[src/rtl/timer_pkg.sv]
// Shared types and register map for the timer_array block.
// Optional prescaler is enabled with TIMER_ARRAY_PRESCALE_EN.
package timer_pkg;

  typedef enum logic [1:0] {
    S_IDLE = 2'd0,
    S_LOAD = 2'd1,
    S_CNT  = 2'd2,
    S_INT  = 2'd3
  } state_t;

  // Register index within a channel (byte offset >> 2)
  localparam logic [1:0] REG_CTRL   = 2'd0;
  localparam logic [1:0] REG_PRESET = 2'd1;
  localparam logic [1:0] REG_COUNT  = 2'd2;
  localparam logic [1:0] REG_PSC    = 2'd3;

  localparam logic [1:0] MODE_ONESHOT = 2'b00;
  localparam logic [1:0] MODE_RELOAD  = 2'b01;

  localparam int CTRL_EN   = 0;
  localparam int CTRL_MODE = 1;
  localparam int CTRL_IM   = 3;
  localparam int CTRL_PEND = 4;

endpackage

[src/rtl/timer_array_if.sv]
// Bridge bus as seen by the timer window: address, write strobe/data, read data.
interface timer_array_if;
  logic [31:0] PrAddr;
  logic        PrWe;
  logic [31:0] PrWD;
  logic [31:0] PrRD;

  modport master (output PrAddr, PrWe, PrWD, input PrRD);
  modport slave  (input PrAddr, PrWe, PrWD, output PrRD);
endinterface

[src/rtl/timer_channel.sv]
// One down-counting timer: CTRL/PRESET/COUNT registers, FSM and interrupt.
// TIMER_ARRAY_PRESCALE_EN adds an 8-bit PSC register and prescale counter.
module timer_channel
  import timer_pkg::*;
#(
  parameter int CNT_W = 32
) (
  input  logic        clk,
  input  logic        reset,
  input  logic        ctrl_we,
  input  logic        preset_we,
`ifdef TIMER_ARRAY_PRESCALE_EN
  input  logic        psc_we,
`endif
  input  logic [31:0] wd,
  output logic [31:0] ctrl_rd,
  output logic [31:0] preset_rd,
  output logic [31:0] count_rd,
  output logic [31:0] psc_rd,
  output logic        irq
);

  state_t           state;
  logic             en, im, pend;
  logic [1:0]       mode;
  logic [CNT_W-1:0] preset, count;
  logic             tick;

`ifdef TIMER_ARRAY_PRESCALE_EN
  logic [7:0] psc, psc_cnt;

  assign tick   = (psc_cnt == psc);
  assign psc_rd = {24'd0, psc};

  always_ff @(posedge clk) begin
    if (reset) begin
      psc     <= '0;
      psc_cnt <= '0;
    end else begin
      if (psc_we) psc <= wd[7:0];
      if (state == S_LOAD) psc_cnt <= '0;
      else if (state == S_CNT) psc_cnt <= tick ? 8'd0 : psc_cnt + 8'd1;
    end
  end
`else
  assign tick   = 1'b1;
  assign psc_rd = '0;
`endif

  always_ff @(posedge clk) begin
    if (reset) begin
      state  <= S_IDLE;
      en     <= 1'b0;
      mode   <= MODE_ONESHOT;
      im     <= 1'b0;
      pend   <= 1'b0;
      preset <= '0;
      count  <= '0;
    end else begin
      if (preset_we) preset <= wd[CNT_W-1:0];
      case (state)
        S_IDLE: if (en) state <= S_LOAD;
        S_LOAD: begin
          count <= preset;
          state <= S_CNT;
        end
        S_CNT: begin
          if (!en) state <= S_IDLE;
          else if (count == '0) begin
            state <= S_INT;
            pend  <= 1'b1;
          end else if (tick) count <= count - CNT_W'(1);
        end
        S_INT: begin
          // Reserved modes behave as one-shot
          if (mode == MODE_RELOAD) begin
            state <= S_LOAD;
            pend  <= 1'b0;
          end else begin
            state <= S_IDLE;
            en    <= 1'b0;
          end
        end
        default: state <= S_IDLE;
      endcase
      // A CTRL write overrides whatever the FSM did to EN/pend this edge
      if (ctrl_we) begin
        en   <= wd[CTRL_EN];
        mode <= wd[CTRL_MODE +: 2];
        im   <= wd[CTRL_IM];
        pend <= 1'b0;
      end
    end
  end

  assign ctrl_rd   = {27'd0, pend, im, mode, en};
  assign preset_rd = 32'(preset);
  assign count_rd  = 32'(count);
  assign irq       = pend & im;

endmodule

[src/rtl/timer_array.sv]
// Bank of N_CH memory-mapped timers: address decode, read mux, HWInt lines.
// Build with TIMER_ARRAY_PRESCALE_EN to add the per-channel PSC register.
module timer_array
  import timer_pkg::*;
#(
  parameter int          N_CH      = 2,
  parameter int          CNT_W     = 32,
  parameter logic [31:0] BASE_ADDR = 32'h0000_7F00
) (
  input  logic               clk,
  input  logic               reset,
  timer_array_if.slave       bus,
  output logic [N_CH-1:0]    HWInt
);

  logic [31:0] off;
  logic        in_win;
  logic [27:0] ch_sel;
  logic [1:0]  reg_sel;

  // Unsigned wrap makes addresses below the base fall outside the window too
  assign off     = bus.PrAddr - BASE_ADDR;
  assign in_win  = off < 32'(16 * N_CH);
  assign ch_sel  = off[31:4];
  assign reg_sel = off[3:2];

  logic [N_CH-1:0][31:0] ctrl_rd, preset_rd, count_rd, psc_rd;

  for (genvar g = 0; g < N_CH; g++) begin : g_ch
    logic hit;
    assign hit = bus.PrWe && in_win && (ch_sel == 28'(g));

    timer_channel #(.CNT_W(CNT_W)) u_ch (
      .clk       (clk),
      .reset     (reset),
      .ctrl_we   (hit && reg_sel == REG_CTRL),
      .preset_we (hit && reg_sel == REG_PRESET),
`ifdef TIMER_ARRAY_PRESCALE_EN
      .psc_we    (hit && reg_sel == REG_PSC),
`endif
      .wd        (bus.PrWD),
      .ctrl_rd   (ctrl_rd[g]),
      .preset_rd (preset_rd[g]),
      .count_rd  (count_rd[g]),
      .psc_rd    (psc_rd[g]),
      .irq       (HWInt[g])
    );
  end

  always_comb begin
    bus.PrRD = '0;
    for (int i = 0; i < N_CH; i++) begin
      if (in_win && ch_sel == 28'(i)) begin
        case (reg_sel)
          REG_CTRL:   bus.PrRD = ctrl_rd[i];
          REG_PRESET: bus.PrRD = preset_rd[i];
          REG_COUNT:  bus.PrRD = count_rd[i];
          default:    bus.PrRD = psc_rd[i];
        endcase
      end
    end
  end

endmodule

[src/flat_wrapper.sv]
// flat-port wrapper written by rule: the top's interface ports become plain ports
module timer_array_flat import timer_pkg::*;
#(
  parameter int          N_CH      = 2,
  parameter int          CNT_W     = 32,
  parameter logic [31:0] BASE_ADDR = 32'h0000_7F00
)
  (clk, reset, HWInt, bus_PrAddr, bus_PrWe, bus_PrWD, bus_PrRD);
  timer_array_if bus_i ();
  input  logic clk;
  input  logic reset;
  output logic [N_CH-1:0] HWInt;
  input wire logic [$bits(bus_i.PrAddr)-1:0] bus_PrAddr;
  input wire logic [$bits(bus_i.PrWe)-1:0] bus_PrWe;
  input wire logic [$bits(bus_i.PrWD)-1:0] bus_PrWD;
  output wire logic [$bits(bus_i.PrRD)-1:0] bus_PrRD;
  assign bus_i.PrAddr = bus_PrAddr;
  assign bus_i.PrWe = bus_PrWe;
  assign bus_i.PrWD = bus_PrWD;
  assign bus_PrRD = bus_i.PrRD;
  timer_array #(.N_CH(N_CH), .CNT_W(CNT_W), .BASE_ADDR(BASE_ADDR)) u_core (.clk(clk), .reset(reset), .bus(bus_i), .HWInt(HWInt));
endmodule
[config.mk]
export PLATFORM = sky130hd
export DESIGN_NAME = timer_array_flat
export DESIGN_NICKNAME = d
export VERILOG_FILES = /design/src/rtl/timer_pkg.sv /design/src/rtl/timer_array_if.sv /design/src/rtl/timer_channel.sv /design/src/rtl/timer_array.sv /design/src/flat_wrapper.sv
export SDC_FILE = /design/constraint.sdc
export NUM_CORES = 1
export LEC_CHECK = 0
export CAP_MARGIN = 20
export CORE_MARGIN = 5
export CORE_UTILIZATION = 64
export DETAILED_ROUTE_END_ITERATION = 16
export DONT_BUFFER_PORTS = 1
export GPL_TIMING_DRIVEN = 1
export HOLD_SLACK_MARGIN = 0.08
export PLACE_DENSITY_LB_ADDON = 0.25
export SLEW_MARGIN = 20
export SYNTH_ARGS = -nofsm -noshare
export SYNTH_HDL_FRONTEND = slang
export SYNTH_SLANG_ARGS = --single-unit
[constraint.sdc]
create_clock -name clk -period 3.19 [get_ports clk]
set_input_delay 0.319 -clock clk [delete_from_list [all_inputs] [get_ports clk]]
set_output_delay 0.319 -clock clk [all_outputs]
set_load 0.03 [all_outputs]
==> results.toml, run 1 <==
[clock_tree]
clkTransAtPathRegs_ps = 60
post_cts_buffers = 0
clockRootBuffer = "clkbuf_16"
htree_levels = 4
cts_made_buffers = 17
clock-sinks = 142
clk_latency_ps = 430
clockBufferDepth = 2
cts_tree = "done"

[synthesis]
synth_seq_cells = 142
syn_nets = 1125
synth_area_mm2 = 0.008379
synth_top_cell_by_area = "dfxtp_1"
synth-edff-count = 0
syn_inst = 1056
ys_seq_area_share_pct = 33.93
ys_types = 54
yosys.area.top_type_share_pct = 33.93
synth_ff_type = "dfxtp_1"
yosys_warnings = 0
synth_area_leaders = "dfxtp_1 (34%), mux2i_1 (10%), nand2_1 (7.7%)"
synth.avg_cell_area_um2 = 7.935
postSynth.asyncResetShare_pct = 0

[timing]
setup_viol = 0
min_period_ps = 2721
tns_ps = 0
maxSlewViolCount = 0
max_clock_freq_ghz = 0.3675
worst_pin_slew_ps = 713.2
slew-limit-headroom_pct = 52.02
final_hold_viol_count = 0
rsz0062_at_grt = "no"
clock_skew_ps = 5.811
hold_slack_ps = 94.39
period_share_pct = 85.30

[route]
drtPass1Iterations = 6
post-route-drc-count = 0
wl_um = 26780
post_drt_wl_per_cell_um = 21.97
ant_nets = 0
vias_per_cell = 7.192
vias = 8767
drt_first_iter_violations = 1528

[critical_path]
slowest_delay_ps = 670
crit_required_ps = 3490
path_cells = "or4_1 > nor4_1 > a41oi_2 > buf_4 > nand3_1 > a31oi_1"
crit_family = "simple AND/OR/NAND/NOR gates"
path_max_fanout = 16
path_buf_inv = 1
critPathSlowestCell = "or4_1"
cp.arrival_ps = 3030
criticalPathCategory = "flop to flop"
end_kind = "flop"
cp-start-kind = "flop"

[floorplan]
initial_core_util_pct = 65.86
fp.dieArea_mm2 = 0.01548
coreArea_mm2 = 0.01272
ioPinCount = 101
die-height_um = 124.4
die_w_um = 124.4
placementRows = 41

[final_layout]
final_util_pct = 73.77
syn_to_final_growth_pct = 12.01
final_common_cell = "nand2_1"
n_antenna_cell = 0
nets = 1103
drive_above_1_share_pct = 11.08
fin_cells = 1219
final_cell_mix = "nand2_1 (171), dfxtp_1 (142), mux2i_1 (87), a21oi_1 (69), buf_4 (56)"

[flow_run]
drv_cap = 0

[power]
ir_drop_uv = 367.4
p_leak_nw = 3.412
fin_total_pwr_w = 0.004057
power_density_mw_per_mm2 = 432.3

[place]
dp.cells = 1181
dp_hpwl_um = 17480
io_buffers = 0
gp_congestion = 0.9585

[global_route]
grt_max_degree = 71
grt_use_total_pct = 33.50
antenna_found_initial = 0
gr-total-overflow = 0
grt_pass1_wl_um = 43020
grt_pass1_vias = 7837

[min_path]
hp-class = "input port to flop"

[status]
status = "complete, no violations"
[power by group]
| part | internal [W] | switching, W | total (W) |
|---|---|---|---|
| logic | 0.0000385 | 0.000104 | 0.000142 |
| registers | 0.00177 | 0.000000000000596 | 0.00177 |
| clock network | 0.00136 | 0.000785 | 0.00214 |
[area by class of cell]
| type | count | area, um2 |
|---|---|---|
| Clock buffer | 24 | 511.7 |
| Clock inverter | 8 | 127.6 |
| Fill cell | 1002 | 3337 |
| Inverter | 11 | 43.79 |
| Multi-Input combinational cell | 798 | 5106 |
| Sequential cell | 142 | 2843 |
| Tap cell | 172 | 215.2 |
| Timing Repair Buffer | 64 | 538.0 |
[what timing repair did]
action                                  CTS  global route
gates resized for setup                   0             0
hold endpoints to repair                 69             0
hold buffers                              6             0
endpoints found under the setup margin    0             0
[metal layers]
metal / vias to the layer above / track usage (%) / wire [um]
met3: 70 / 7.118 / 2784
met1: 4151 / 47.09 / 11030
met5: - / 0 / 0
li1: 3979 / - / -
met4: 0 / 10.12 / 711
met2: 567 / 51.65 / 12250
[cells by family (layout without fill, tap and decap cells)]
group                      after synthesis  after routing  share of synthesized area (%)
buffers and inverters                  116            107                          5.555
DFF                                    142            142                          33.93
adders and majority gates                2              2                         0.2986
muxes                                   87             87                          10.39
and+or+nand+nor                        389            389                          23.07
AOI/OAI and AO/OA                      320            320                          26.76
[flip-flops by register name (all words and copies together) (netlist names)]
signal and count:
u_core.g_ch.u_ch.pend 2, u_core.g_ch.u_ch.state 4, u_core.g_ch.u_ch.mode 4, u_core.g_ch.u_ch.im 2, u_core.g_ch.u_ch.en 2, u_core.g_ch.u_ch.count_rd 64, u_core.g_ch.u_ch.preset_rd 64
[metrics by stage]
stage | cell area, um2 | setup slack, ps
2_1_floorplan | 8379 | 385.6
3_3_place_gp | 8668 | 553.0
3_5_place_dp | 8668 | 551.0
4_1_cts | 9385 | 543.1
5_1_grt | 9385 | 320.7
6_report | 9385 | 468.9
[worst register-to-register path, stage by stage, from the launching register on]
cell	delay (ps)
dfxtp_1	370
or4_1	670
nor4_1	600
a41oi_2	430
buf_4	330
nand3_1	110
a31oi_1	100
[synth_stat cells (3+ instances only)]
cell / instances
nand3_1: 13
a22oi_1: 37
and3_1: 7
o31ai_1: 25
buf_2: 12
and4_1: 4
o31a_1: 3
nor2b_1: 12
a211oi_1: 40
nor3b_1: 4
a221oi_1: 27
a21o_1: 5
mux2i_1: 87
nand2_1: 171
o211ai_1: 4
a31oi_1: 11
a32oi_1: 6
a41oi_1: 4
a31o_2: 7
o21ai_0: 36
clkbuf_1: 82
or3_1: 11
or4_1: 21
o311ai_0: 22
nor3_1: 40
buf_1: 7
inv_1: 11
or2_2: 3
nand4_1: 14
dfxtp_1: 142
nor2_1: 46
nor4_1: 23
a21oi_1: 70
and2_1: 6
buf_4: 4
o32ai_1: 14
[path summary, 6_finish.rpt]
check / slack (ps) / cells after the start / from / endpoint
worst max-delay path: 470 / 6 / u_core.g_ch[1].u_ch.count_rd[20] / u_core.g_ch[1].u_ch.count_rd[0]
worst min-delay path: 90 / 2 / bus_PrWD[4] / u_core.g_ch[0].u_ch.preset_rd[4]
worst max register to register: 470 / 6 / u_core.g_ch[1].u_ch.count_rd[20] / u_core.g_ch[1].u_ch.count_rd[0]
worst min register to register: 470 / 2 / u_core.g_ch[1].u_ch.im / u_core.g_ch[1].u_ch.im
Power figures use the tool's default switching activity.
==> run 2: changes to the inputs <==
--- a/config.mk
+++ b/config.mk
@@ -11,7 +11,6 @@
 export DETAILED_ROUTE_END_ITERATION = 16
 export DONT_BUFFER_PORTS = 1
 export GPL_TIMING_DRIVEN = 1
-export HOLD_SLACK_MARGIN = 0.08
 export PLACE_DENSITY_LB_ADDON = 0.25
 export SLEW_MARGIN = 20
 export SYNTH_ARGS = -nofsm -noshare
==> run 2 against run 1 <==
Net effect: setup slack better by 12 ps; largest power group unchanged; die area unchanged; highest routed layer unchanged; clock-buffer cell count unchanged; via count about the same.
==> results.toml, run 2 (synthesis gave the netlist of run 1 again) <==
[status]
status = "complete, no violations"

[final_layout]
final_common_cell = "nand2_1"
final_cell_mix = "nand2_1 (171), dfxtp_1 (142), mux2i_1 (87), a21oi_1 (69), buf_4 (56)"
n_antenna_cell = 0
syn_to_final_growth_pct = 11.44
fillers = 1009
drive_above_1_share_pct = 11.12
final_util_pct = 73.40
nets = 1099

[route]
wl_um = 26980
post-route-drc-count = 0
vias_per_cell = 7.221
drt_first_iter_violations = 1484
vias = 8773
post_drt_wl_per_cell_um = 22.20
drtPass1Iterations = 8
ant_nets = 0

[timing]
max_clock_freq_ghz = 0.3692
worst_pin_slew_ps = 759.5
slew-limit-headroom_pct = 48.90
setup_viol = 0
period_share_pct = 84.91
clock_skew_ps = 6.509
final_hold_viol_count = 0
tns_ps = 0
maxSlewViolCount = 0
min_period_ps = 2709
rsz0062_at_grt = "no"

[min_path]
hp-class = "input port to flop"

[clock_tree]
cts_resized = 0
clock-sinks = 142
cts_tree = "done"
clk_latency_ps = 430
clkTransAtPathRegs_ps = 60
cts_made_buffers = 17
post_cts_buffers = 0
clockBufferDepth = 2
htree_levels = 4
clockRootBuffer = "clkbuf_16"

[global_route]
grt_max_degree = 71
grt_use_total_pct = 33.72
antenna_found_initial = 0
gr-total-overflow = 0
grt_pass1_wl_um = 43180
grt_pass1_vias = 7828

[critical_path]
cp.arrival_ps = 3030
criticalPathCategory = "flop to flop"
path_max_fanout = 16
crit_required_ps = 3510
cp-start-kind = "flop"
end_kind = "flop"

[floorplan]
coreArea_mm2 = 0.01272
placementRows = 41
fp.dieArea_mm2 = 0.01548
ioPinCount = 101
die_w_um = 124.4
die-height_um = 124.4
initial_core_util_pct = 65.86

[place]
gp_congestion = 0.9585
io_buffers = 0
dp_hpwl_um = 17480

[power]
ir_drop_uv = 366.7
power_density_mw_per_mm2 = 433.8
p_leak_nw = 3.392

[flow_run]
drv_cap = 0
run 2: area by class of cell:
cell class              instances  area [um2]  share of cell area (%)
well taps                     172       215.2                   2.305
repair buffers                 60       490.5                   5.253
clock inverters                 8       127.6                   1.367
inverters                      11       43.79                  0.4690
clock buffers                  24       511.7                   5.480
multi-input cells             798        5106                   54.68
flip-flops and latches        142        2843                   30.44
run 2: timing repair:
item	4_1_cts	5_1_grt
setup endpoints to repair	0	0
hold buffers	2	0
endpoints found under the hold margin	36	0
run 2: path summary, 6_finish.rpt:
kind | cells after the start | startpoint | slack [ps] | to
worst min-delay path | 1 | reset | 1 | u_core.g_ch[0].u_ch.count_rd[5]
worst max register to register | 5 | u_core.g_ch[1].u_ch.count_rd[20] | 480 | u_core.g_ch[1].u_ch.count_rd[6]
worst min register to register | 2 | u_core.g_ch[1].u_ch.im | 470 | u_core.g_ch[1].u_ch.im
worst max-delay path | 5 | u_core.g_ch[1].u_ch.count_rd[20] | 480 | u_core.g_ch[1].u_ch.count_rd[6]
run 2: stage by stage:
step	total power [W]	std cells	instance area [um2]	hold slack [ps]	worst slack [ps]
final	0.004050	1215	9338	1.403	481.2
after global routing	0.004133	1215	9338	1.807	327.1
after CTS	0.004042	1215	9338	0.03475	543.1
after detailed placement	0.001926	1181	8668	398.8	551.0
after global placement	0.001926	1181	8668	398.0	553.0
after floorplan	0.001917	1056	8379	443.6	385.6
run 2: critical path: stages (launching register included):
cell and delay (ps):
dfxtp_1 360, or4_1 660, nor4_1 590, a41oi_2 430, buf_4 330, a32o_1 220
run 2: per-layer routing:
metal  up-vias  share of wire [%]  global-route usage (%)
met2       572                 46                   51.78
met5         -                  0                       0
li1       3985                  -                       -
met4         0                2.8                   10.64
met1      4137                 41                   47.40
met3        79                 10                   7.161
run 2: power by group:
part           internal, W  total, W      switching [W]  leakage [nW]
Sequential         0.00177   0.00177  0.000000000000589          1.14
Combinational    0.0000343  0.000134           0.000100          1.94
Clock              0.00136   0.00214           0.000786         0.309
==> run 3: changes to the inputs <==
--- a/config.mk
+++ b/config.mk
@@ -7,7 +7,7 @@
 export LEC_CHECK = 0
 export CAP_MARGIN = 20
 export CORE_MARGIN = 5
-export CORE_UTILIZATION = 64
+export CORE_UTILIZATION = 58
 export DETAILED_ROUTE_END_ITERATION = 16
 export DONT_BUFFER_PORTS = 1
 export GPL_TIMING_DRIVEN = 1
==> constraint.sdc (replaced) <==
create_clock -name clk -period 2.4 [get_ports clk]
set_input_delay 0.24 -clock clk [delete_from_list [all_inputs] [get_ports clk]]
set_output_delay 0.24 -clock clk [all_outputs]
set_load 0.03 [all_outputs]
==> run 3 against run 2 <==
Net effect: core utilization decreased by 5.2 points; combinational power increased by 47%; sequential share of layout area decreased by 1.4 points; largest cell class unchanged; largest power group unchanged.
==> results.toml, run 3 (synthesis gave the netlist of run 1 again) <==
[critical_path]
end_kind = "output pin"
rrSetupSlack_ps = 90
path_max_fanout = 28
cp.arrival_ps = 2120
cp-start-kind = "input port"
crit_required_ps = 2160
critPathSlowestCell = "or4_1"
reg2reg_depth = 5
reg2reg_to = "u_core.g_ch[0].u_ch.count_rd[28]"
criticalPathCategory = "input port to output pin"
slowest_delay_ps = 620
timing.rr.start = "u_core.g_ch[0].u_ch.count_rd[14]"
path_cells = "nor4_1 > nand4_1 > or4_1 > buf_12 > a211oi_1 > buf_4"

[route]
vias_per_cell = 7.026
ant_nets = 0
post_drt_wl_per_cell_um = 21.77
drtPass1Iterations = 9
wl_um = 27730
drt_first_iter_violations = 1508
post-route-drc-count = 0
vias = 8951

[global_route]
gr-total-overflow = 0
grt_pass1_wl_um = 43680
grt_max_degree = 77
grt_pass1_vias = 7974
grt_use_total_pct = 32.45
antenna_found_initial = 0

[final_layout]
final_cell_mix = "nand2_1 (171), dfxtp_1 (142), buf_4 (96), mux2i_1 (87), a21oi_1 (69)"
n_antenna_cell = 0
fin_cells = 1274
final_util_pct = 68.21
nets = 1147
finish.instance_area_mm2 = 0.009801
drive_above_1_share_pct = 15.69
final_common_cell = "nand2_1"
syn_to_final_growth_pct = 16.96

[min_path]
hold_depth = 2
min_from = "bus_PrWD[10]"
whs_endpoint = "u_core.g_ch[0].u_ch.preset_rd[10]"
hp-class = "input port to flop"

[place]
dp_hpwl_um = 18530
dp.cells = 1241
io_buffers = 0
gp_congestion = 0.9242
placed_area_mm2 = 0.009144

[timing]
tns_ps = 0
final_hold_viol_count = 0
setup_viol = 0
clock_skew_ps = 4.971
period_share_pct = 98.43
slew-limit-headroom_pct = 60.26
maxSlewViolCount = 0
worst_pin_slew_ps = 590.7
max_clock_freq_ghz = 0.4233
min_period_ps = 2362
rsz0062_at_grt = "no"

[clock_tree]
clk_latency_ps = 420
htree_levels = 4
cts_made_buffers = 17
cts_tree = "done"
clkTransAtPathRegs_ps = 60
clockRootBuffer = "clkbuf_16"
clockBufferDepth = 2
clock-sinks = 142

[power]
switching_share_pct = 22.47
ir_drop_uv = 483.3
power_density_mw_per_mm2 = 521.2
pwr-share-clk_pct = 50.0
combinationalPowerShare_pct = 3.9
p_int_w = 0.003960
netSwitchingPower_w = 0.001148
fin_total_pwr_w = 0.005108
p_leak_nw = 3.661
power_frac_seq_pct = 46.2

[floorplan]
die-height_um = 130.2
initial_core_util_pct = 58.32
coreArea_mm2 = 0.01437
placementRows = 44
die_w_um = 130.2
ioPinCount = 101
fp.dieArea_mm2 = 0.01695

[flow_run]
drv_cap = 0

[status]
status = "complete, no violations"
[run 3: cell types whose count changed in the layout (fill, tap and decap cells not counted), moves of 2 or more]
cell / before / now
clkbuf_1: 1 / 3
buf_12: 3 / 10
or4_4: 0 / 3
clkinv_2: 1 / 4
nor4_1: 23 / 21
or4_1: 21 / 18
bufinv_16: 3 / 1
buf_4: 56 / 96
nor3b_2: 0 / 2
nor3b_1: 4 / 2
clkinv_4: 2 / 0
[run 3: through the flow]
step | hold slack (ps) | worst slack [ps]
2_1_floorplan | 401.5 | -246.4
3_3_place_gp | 325.5 | 68.59
3_5_place_dp | 326.7 | -23.30
4_1_cts | 0.7208 | 50.45
5_1_grt | 31.77 | 15.47
6_report | 15.21 | 37.70
[run 3: critical path, delay by kind of cell]
kind | cells | cell delay, ps
AND/OR/NAND/NOR | 3 | 1090
buffers and inverters | 2 | 440
AO/OA/AOI/OAI | 1 | 350
[run 3: power by group through the flow]
stage          Clock [W]  Combinational, W  Sequential (W)
2_1_floorplan          0          0.000139         0.00241
5_1_grt          0.00267          0.000203         0.00236
3_3_place_gp           0          0.000165         0.00241
4_1_cts          0.00256          0.000190         0.00236
3_5_place_dp           0          0.000167         0.00241
6_report         0.00255          0.000197         0.00236
[run 3: timing repair]
item | in CTS | in global routing
hold buffers | 1 | 0
hold endpoints to repair | 61 | 0
gates resized for setup | 1 | 11
buffers inserted | 0 | 1
setup endpoints to repair | 1 | 35
[run 3: worst max-delay path by stage]
stage                                     start                                to  slack [ps]  cells past startpoint
3_3_place_gp   u_core.g_ch[0].u_ch.count_rd[14]  u_core.g_ch[0].u_ch.count_rd[28]          70                      5
4_1_cts        u_core.g_ch[0].u_ch.count_rd[14]  u_core.g_ch[0].u_ch.count_rd[28]          50                      5
5_1_grt        u_core.g_ch[1].u_ch.count_rd[20]  u_core.g_ch[1].u_ch.count_rd[10]          20                      7
6_report                         bus_PrAddr[16]                       bus_PrRD[0]          40                      6
3_5_place_dp   u_core.g_ch[0].u_ch.count_rd[14]  u_core.g_ch[0].u_ch.count_rd[28]         -20                      5
2_1_floorplan                    bus_PrAddr[30]                      bus_PrRD[10]        -250                      5
[run 3: cell type report]
| type | count | area [um2] |
|---|---|---|
| clock inverter | 6 | 57.56 |
| clock buffer | 25 | 505.5 |
| tap | 184 | 230.2 |
| fill | 1171 | 4568 |
| sequential | 142 | 2843 |
| multi-input combinational | 798 | 5161 |
| timing repair buffer | 108 | 959.7 |
| inverter | 11 | 43.79 |
[run 3: per-layer routing]
layer | vias to the layer above | track usage, % | share of wire [%]
li1 | 4068 | - | -
met1 | 4245 | 45.95 | 42
met2 | 548 | 49.73 | 47
met3 | 90 | 6.631 | 8.2
met4 | 0 | 10.27 | 3.0
met5 | - | 0 | 0
